`src/rtl/serial_adder_ctrl.sv`:
```
// Bit-serial adder controller: one full-adder cell reused over N_BITS cycles.
// Operands shift out LSB-first; the sum shifts in from the MSB side.
module serial_adder_ctrl #(
   parameter int N_BITS = 8
) (
   input  logic              i_clk,
   input  logic              i_reset,
   input  logic              i_start,
   input  logic [N_BITS-1:0] i_a,
   input  logic [N_BITS-1:0] i_b,
   input  logic              i_carry_in,
   output logic              o_busy,
   output logic              o_done,
   output logic [N_BITS-1:0] o_s,
   output logic              o_carry_out
);

   localparam int CW = (N_BITS > 1) ? $clog2(N_BITS) : 1;
   localparam logic [CW-1:0] LAST = CW'(N_BITS - 1);

   typedef enum logic [1:0] {
      IDLE = 2'd0,
      RUN  = 2'd1,
      DONE = 2'd2
   } state_t;

   state_t            state_q;
   logic [N_BITS-1:0] a_q;
   logic [N_BITS-1:0] b_q;
   logic              c_q;
   logic [N_BITS-1:0] psum_q;
   logic [CW-1:0]     cnt_q;
   logic [N_BITS-1:0] s_q;
   logic              co_q;
   logic              done_q;
   logic              busy_q;

   logic              sum_d;
   logic              carry_d;
   logic [N_BITS-1:0] psum_d;
   logic              last_d;

   // Single full-adder cell plus the partial sum after this cycle's shift.
   always_comb begin
      sum_d   = a_q[0] ^ b_q[0] ^ c_q;
      carry_d = (a_q[0] & b_q[0]) | (c_q & (a_q[0] ^ b_q[0]));
      psum_d  = psum_q >> 1;
      psum_d[N_BITS-1] = sum_d;
      last_d  = (cnt_q == LAST);
   end

   // Control FSM with the serial datapath and registered outputs.
   always_ff @(posedge i_clk) begin
      if (i_reset) begin
         state_q <= IDLE;
         a_q     <= '0;
         b_q     <= '0;
         c_q     <= 1'b0;
         psum_q  <= '0;
         cnt_q   <= '0;
         s_q     <= '0;
         co_q    <= 1'b0;
         done_q  <= 1'b0;
         busy_q  <= 1'b0;
      end else begin
         unique case (state_q)
            IDLE: begin
               done_q <= 1'b0;
               if (i_start) begin
                  a_q     <= i_a;
                  b_q     <= i_b;
                  c_q     <= i_carry_in;
                  psum_q  <= '0;
                  cnt_q   <= '0;
                  busy_q  <= 1'b1;
                  state_q <= RUN;
               end
            end
            RUN: begin
               psum_q <= psum_d;
               c_q    <= carry_d;
               a_q    <= a_q >> 1;
               b_q    <= b_q >> 1;
               cnt_q  <= cnt_q + CW'(1);
               if (last_d) begin
                  s_q     <= psum_d;
                  co_q    <= carry_d;
                  done_q  <= 1'b1;
                  state_q <= DONE;
               end
            end
            DONE: begin
               done_q  <= 1'b0;
               busy_q  <= 1'b0;
               state_q <= IDLE;
            end
            default: begin
               done_q  <= 1'b0;
               busy_q  <= 1'b0;
               state_q <= IDLE;
            end
         endcase
      end
   end

   assign o_busy      = busy_q;
   assign o_done      = done_q;
   assign o_s         = s_q;
   assign o_carry_out = co_q;

endmodule
```
`config.mk`:
```
export PLATFORM = sky130hd
export DESIGN_NAME = serial_adder_ctrl
export DESIGN_NICKNAME = d
export VERILOG_FILES = /design/src/rtl/serial_adder_ctrl.sv
export SDC_FILE = /design/constraint.sdc
export NUM_CORES = 1
export LEC_CHECK = 0
export ABC_AREA = 0
export ABC_CLOCK_PERIOD_IN_PS = 4100
export CORE_UTILIZATION = 35
export CTS_CLUSTER_DIAMETER = 150
export CTS_CLUSTER_SIZE = 40
export DETAILED_ROUTE_END_ITERATION = 10
export DONT_BUFFER_PORTS = 1
export HOLD_SLACK_MARGIN = 0.1
export SKIP_CTS_REPAIR_TIMING = 1
export SLEW_MARGIN = 25
export SYNTH_ARGS = -nofsm -noshare
export SYNTH_HDL_FRONTEND = slang
export SYNTH_SLANG_ARGS = --single-unit
```
`constraint.sdc`:
```
create_clock -name i_clk -period 4.1 [get_ports i_clk]
set_input_delay 0.82 -clock i_clk [delete_from_list [all_inputs] [get_ports i_clk]]
set_output_delay 0.82 -clock i_clk [all_outputs]
set_load 0.1 [all_outputs]
```
# Word-level counts from Yosys, hierarchy flattened
# Index checks and enable logic that the tools add are counted.
# Widths: inputs -> output; s select.
# totals
ff_bits	41
latch_bits	0
ramBits	0
mem_bits_ro	0
in_bits	20
out_inout_bits	11
wordCells	43
n_memories	0
# op_classes
addsub	1
mul	0
div	0
order_cmp	0
n_eq_ne	4
shifts	0
muxes	15
bitwise	6
reduce_logical	7
# ops
cell	count
$pmux 8 s2	3
$mux 8	3
$reduce_and 2->1	4
$pmux 3 s2	1
$mux 2	2
$ne 2x2->1 const B	2
$pmux 1 s2	2
$pmux 2 s2	1
$add 3x1->3 const B	1
$eq 3x3->1 const B	1
$mux 3	1
$and 1x1->1	2
$eq 2x1->1 const B	1
$logic_not 2->1	1
$mux 1	2
$reduce_bool 2->1	1
$reduce_or 2->1	1
$xor 1x1->1	2
$not 1->1	1
$or 1x1->1	1

# Depth between registers and ports, before layout
# depth
word_depth	4
mapped_depth	6
depth_no_buf	5

# Worst setup path before layout
# OpenSTA, ideal clock, no wires.
# synth_path
path_type	register -> output
from	reg busy_q (netlist: o_busy)
to	out o_busy
arrival_time_ns	0.925
setup_slack_ns	2.355
path_stages_with_launch	1
cell_sequence	dfxtp_1
# synth_lines
item	line	rtl
start: declaration	36	logic busy_q;
start signal: assignment	64	busy_q <= 1'b0;
start signal: assignment	75	busy_q <= 1'b1;
start signal: assignment	94	busy_q <= 1'b0;
end: declaration	12	output logic o_busy,
# No word-level cell between the ends.

# Worst setup path in the final report
# layout_path
from	reg s_q[7] (netlist: o_s[7])
to	out o_s[7]
# layout_lines
item	line	rtl
start: declaration	33	logic [N_BITS-1:0] s_q;
start signal: assignment	86	s_q <= psum_d;
end: declaration	14	output logic [N_BITS-1:0] o_s,
# No word-level cell between the ends.

==> summary.txt <==
Die W - 70.0 um
clk_lat worst skew - 290 ps
Worst Reg2Reg Path Length in Cells - 3
# diodes - 0
Unique masters post-synth - 23
r2r startpoint - state_q[0]
Initial Util - 36.7%
sequential fraction of the synthesis area - 49.4%
dpl hpwl - 1.96 mm
WL per Instance - 14.1 um
GR Overflow Total - 0
Hold Path Class - reg2reg
commonest non-fill, non-tap cell in the layout - dfxtp_1
Die Ht - 70.0 um
maximum clock rate - 480 MHz
critical-path maximum fanout - 2
WP depth - 0
Final TNS setup - 0 ps
synthesized area - 1620 sq um
combinational group share of total power - 7.8%
Clk pwr share - 35.5%
synthesis-to-finish area growth - 5.71%
commonest cells after routing, fill and taps aside - dfxtp_1, nor2_1, mux2i_1
Reg-to-Reg End - psum_q[4]
Sw Pwr - 183 uW
Iteration-0 DRC Markers - 46
first-pass GRT wire length - 4.99 mm
biggest area consumer among synthesized cells - dfxtp_1
crit share post-route - 50.8%
First-pass DRT Iterations - 2
internal power - 570 uW
Critical Path End - o_s[7]
Max IR drop VDD - 0.000281 V
# fillers - 448
RSZ-0062 raised after global routing - no
setup violators final - 0
Yosys top cell area share - 49.4%
average size of a mapped cell - 10.2 sq um
Longest Clk Path Bufs - 2
total global-route track usage - 13.1%
Switching Fraction - 24.3%
CTS Root Cell - clkbuf_8
synth top area cells - dfxtp_1, mux2i_1, nor2_1
die area - 4910 sq um
status - finished, final reports clean
input/output buffers - 0
CP Launch Type - flop
Critical Path Sink Type - output pin
endpoints failing hold - 0
# DRC - 0
initial antenna violation count - 0
Final Max Tran Viols - 0
Power, Total - 753 uW
final WL - 2.93 mm
Top Ports - 31
Final ANT Viol Nets - 0
TritonCTS Buffers - 5
clock sinks - 40
Max Cap Violations - 0
H-tree depth reported by CTS - 2
CTS tree - built
Rel. slew slack - 35.0%
Lkg Pwr - 0.738 nW
global placement routability congestion - 0.764
Core Rows - 24
crit path time final - 2080 ps
syn_nets - 182
critical path launch point - o_s[7]
clock slew at reported path FFs - 80 ps
vias per cell - 5.25
Slew @ Worst Pin - 974 ps
CORE AREA - 4410 sq um
Syn. warnings - 0
worst reg2reg setup slack - 2200 ps
Layout Skew - 4.93 ps
Worst EP arrival - 1260 ps
critical path type - reg2out
Flop pwr share - 56.7%
Synth Instances - 159
pin count of the biggest net entering global routing - 33
Final #Nets - 178
#FFs+latches synth - 40
pwr/cell area - 440 nW/um^2
DR vias - 1092
vias in the first global route - 1085
share of cells above drive strength 1 - 7.05%
Crit path required time - 3280 ps
[cells in the mapped netlist (all sizes together)]
cell type,number
nor3,8
nor2b,1
o21ai,2
o21a,1
buf,8
o21ba,1
nor2,29
nand2b,7
nand3b,1
mux2i,19
clkbuf,3
a22o,9
a21oi,8
mux2,1
or3b,7
fa,1
a211oi,10
ha,2
inv,1
dfxtp,40
[area by class of cell]
cell class	instances	area, sq um	area share, %
tap	52	65.1	3.80
multi-input combinational	107	751	43.8
inverter	1	3.75	0.219
clock inverter	2	10.0	0.584
clock buffer	6	82.6	4.82
sequential	40	801	46.7
[registers in the layout, summed over array words and instances, names as in the netlist]
| signal | flops |
|---|---|
| a_q | 8 |
| b_q | 8 |
| o_s | 8 |
| psum_q | 7 |
| cnt_q | 3 |
| state_q | 2 |
| c_q | 1 |
| o_busy | 1 |
| o_carry_out | 1 |
| o_done | 1 |
[power by group through the flow]
stage	Combinational [mW]	Clock, mW	Sequential (mW)
6_report	0.0585	0.267	0.427
5_1_grt	0.0666	0.295	0.431
4_1_cts	0.0597	0.275	0.427
3_5_place_dp	0.0595	0	0.436
3_3_place_gp	0.0567	0	0.435
2_1_floorplan	0.0598	0	0.431
[worst min-delay path by stage]
stage | start | to | slack [ps] | cells past startpoint
global route | b_q[7] | b_q[7] | 490 | 2
CTS | b_q[7] | b_q[7] | 480 | 2
global placement | a_q[7] | a_q[7] | 460 | 2
finish | b_q[7] | b_q[7] | 480 | 2
detailed placement | b_q[7] | b_q[7] | 470 | 2
floorplan | a_q[7] | a_q[7] | 440 | 2
[layer usage]
layer  global-route usage (%)  share of wire, %  up-vias  wire, um
met2                     21.5                46       27      1350
met4                     4.00               1.4        0        41
li1                         -                 -      551         -
met1                     14.4                45      509      1330
met5                        0                 0        -         0
met3                     7.22               7.1        5       207
[logic make-up after synthesis]
logic type / count (synthesis) / synth area share [%]
AO/OA/AOI/OAI: 31 / 13.7
adder cells (fa/ha/maj): 3 / 2.78
buffers and inverters: 12 / 4.25
flip-flops: 40 / 49.4
multiplexers: 20 / 12.4
AND/OR/NAND/NOR: 53 / 17.5
[metrics by stage]
step / cell area (sq um) / utilization (%) / worst slack, ps / hold WS [ps] / cells
floorplan: 1620 / - / 2360 / 444 / 159
global placement: 1620 / 36.7 / 2260 / 461 / 200
detailed placement: 1620 / 36.7 / 2160 / 472 / 200
CTS: 1710 / 38.8 / 2000 / 483 / 208
global route: 1710 / 38.8 / 1950 / 494 / 208
finish: 1710 / 38.8 / 2020 / 482 / 208
Note: power is estimated with default switching activity, not from simulation.
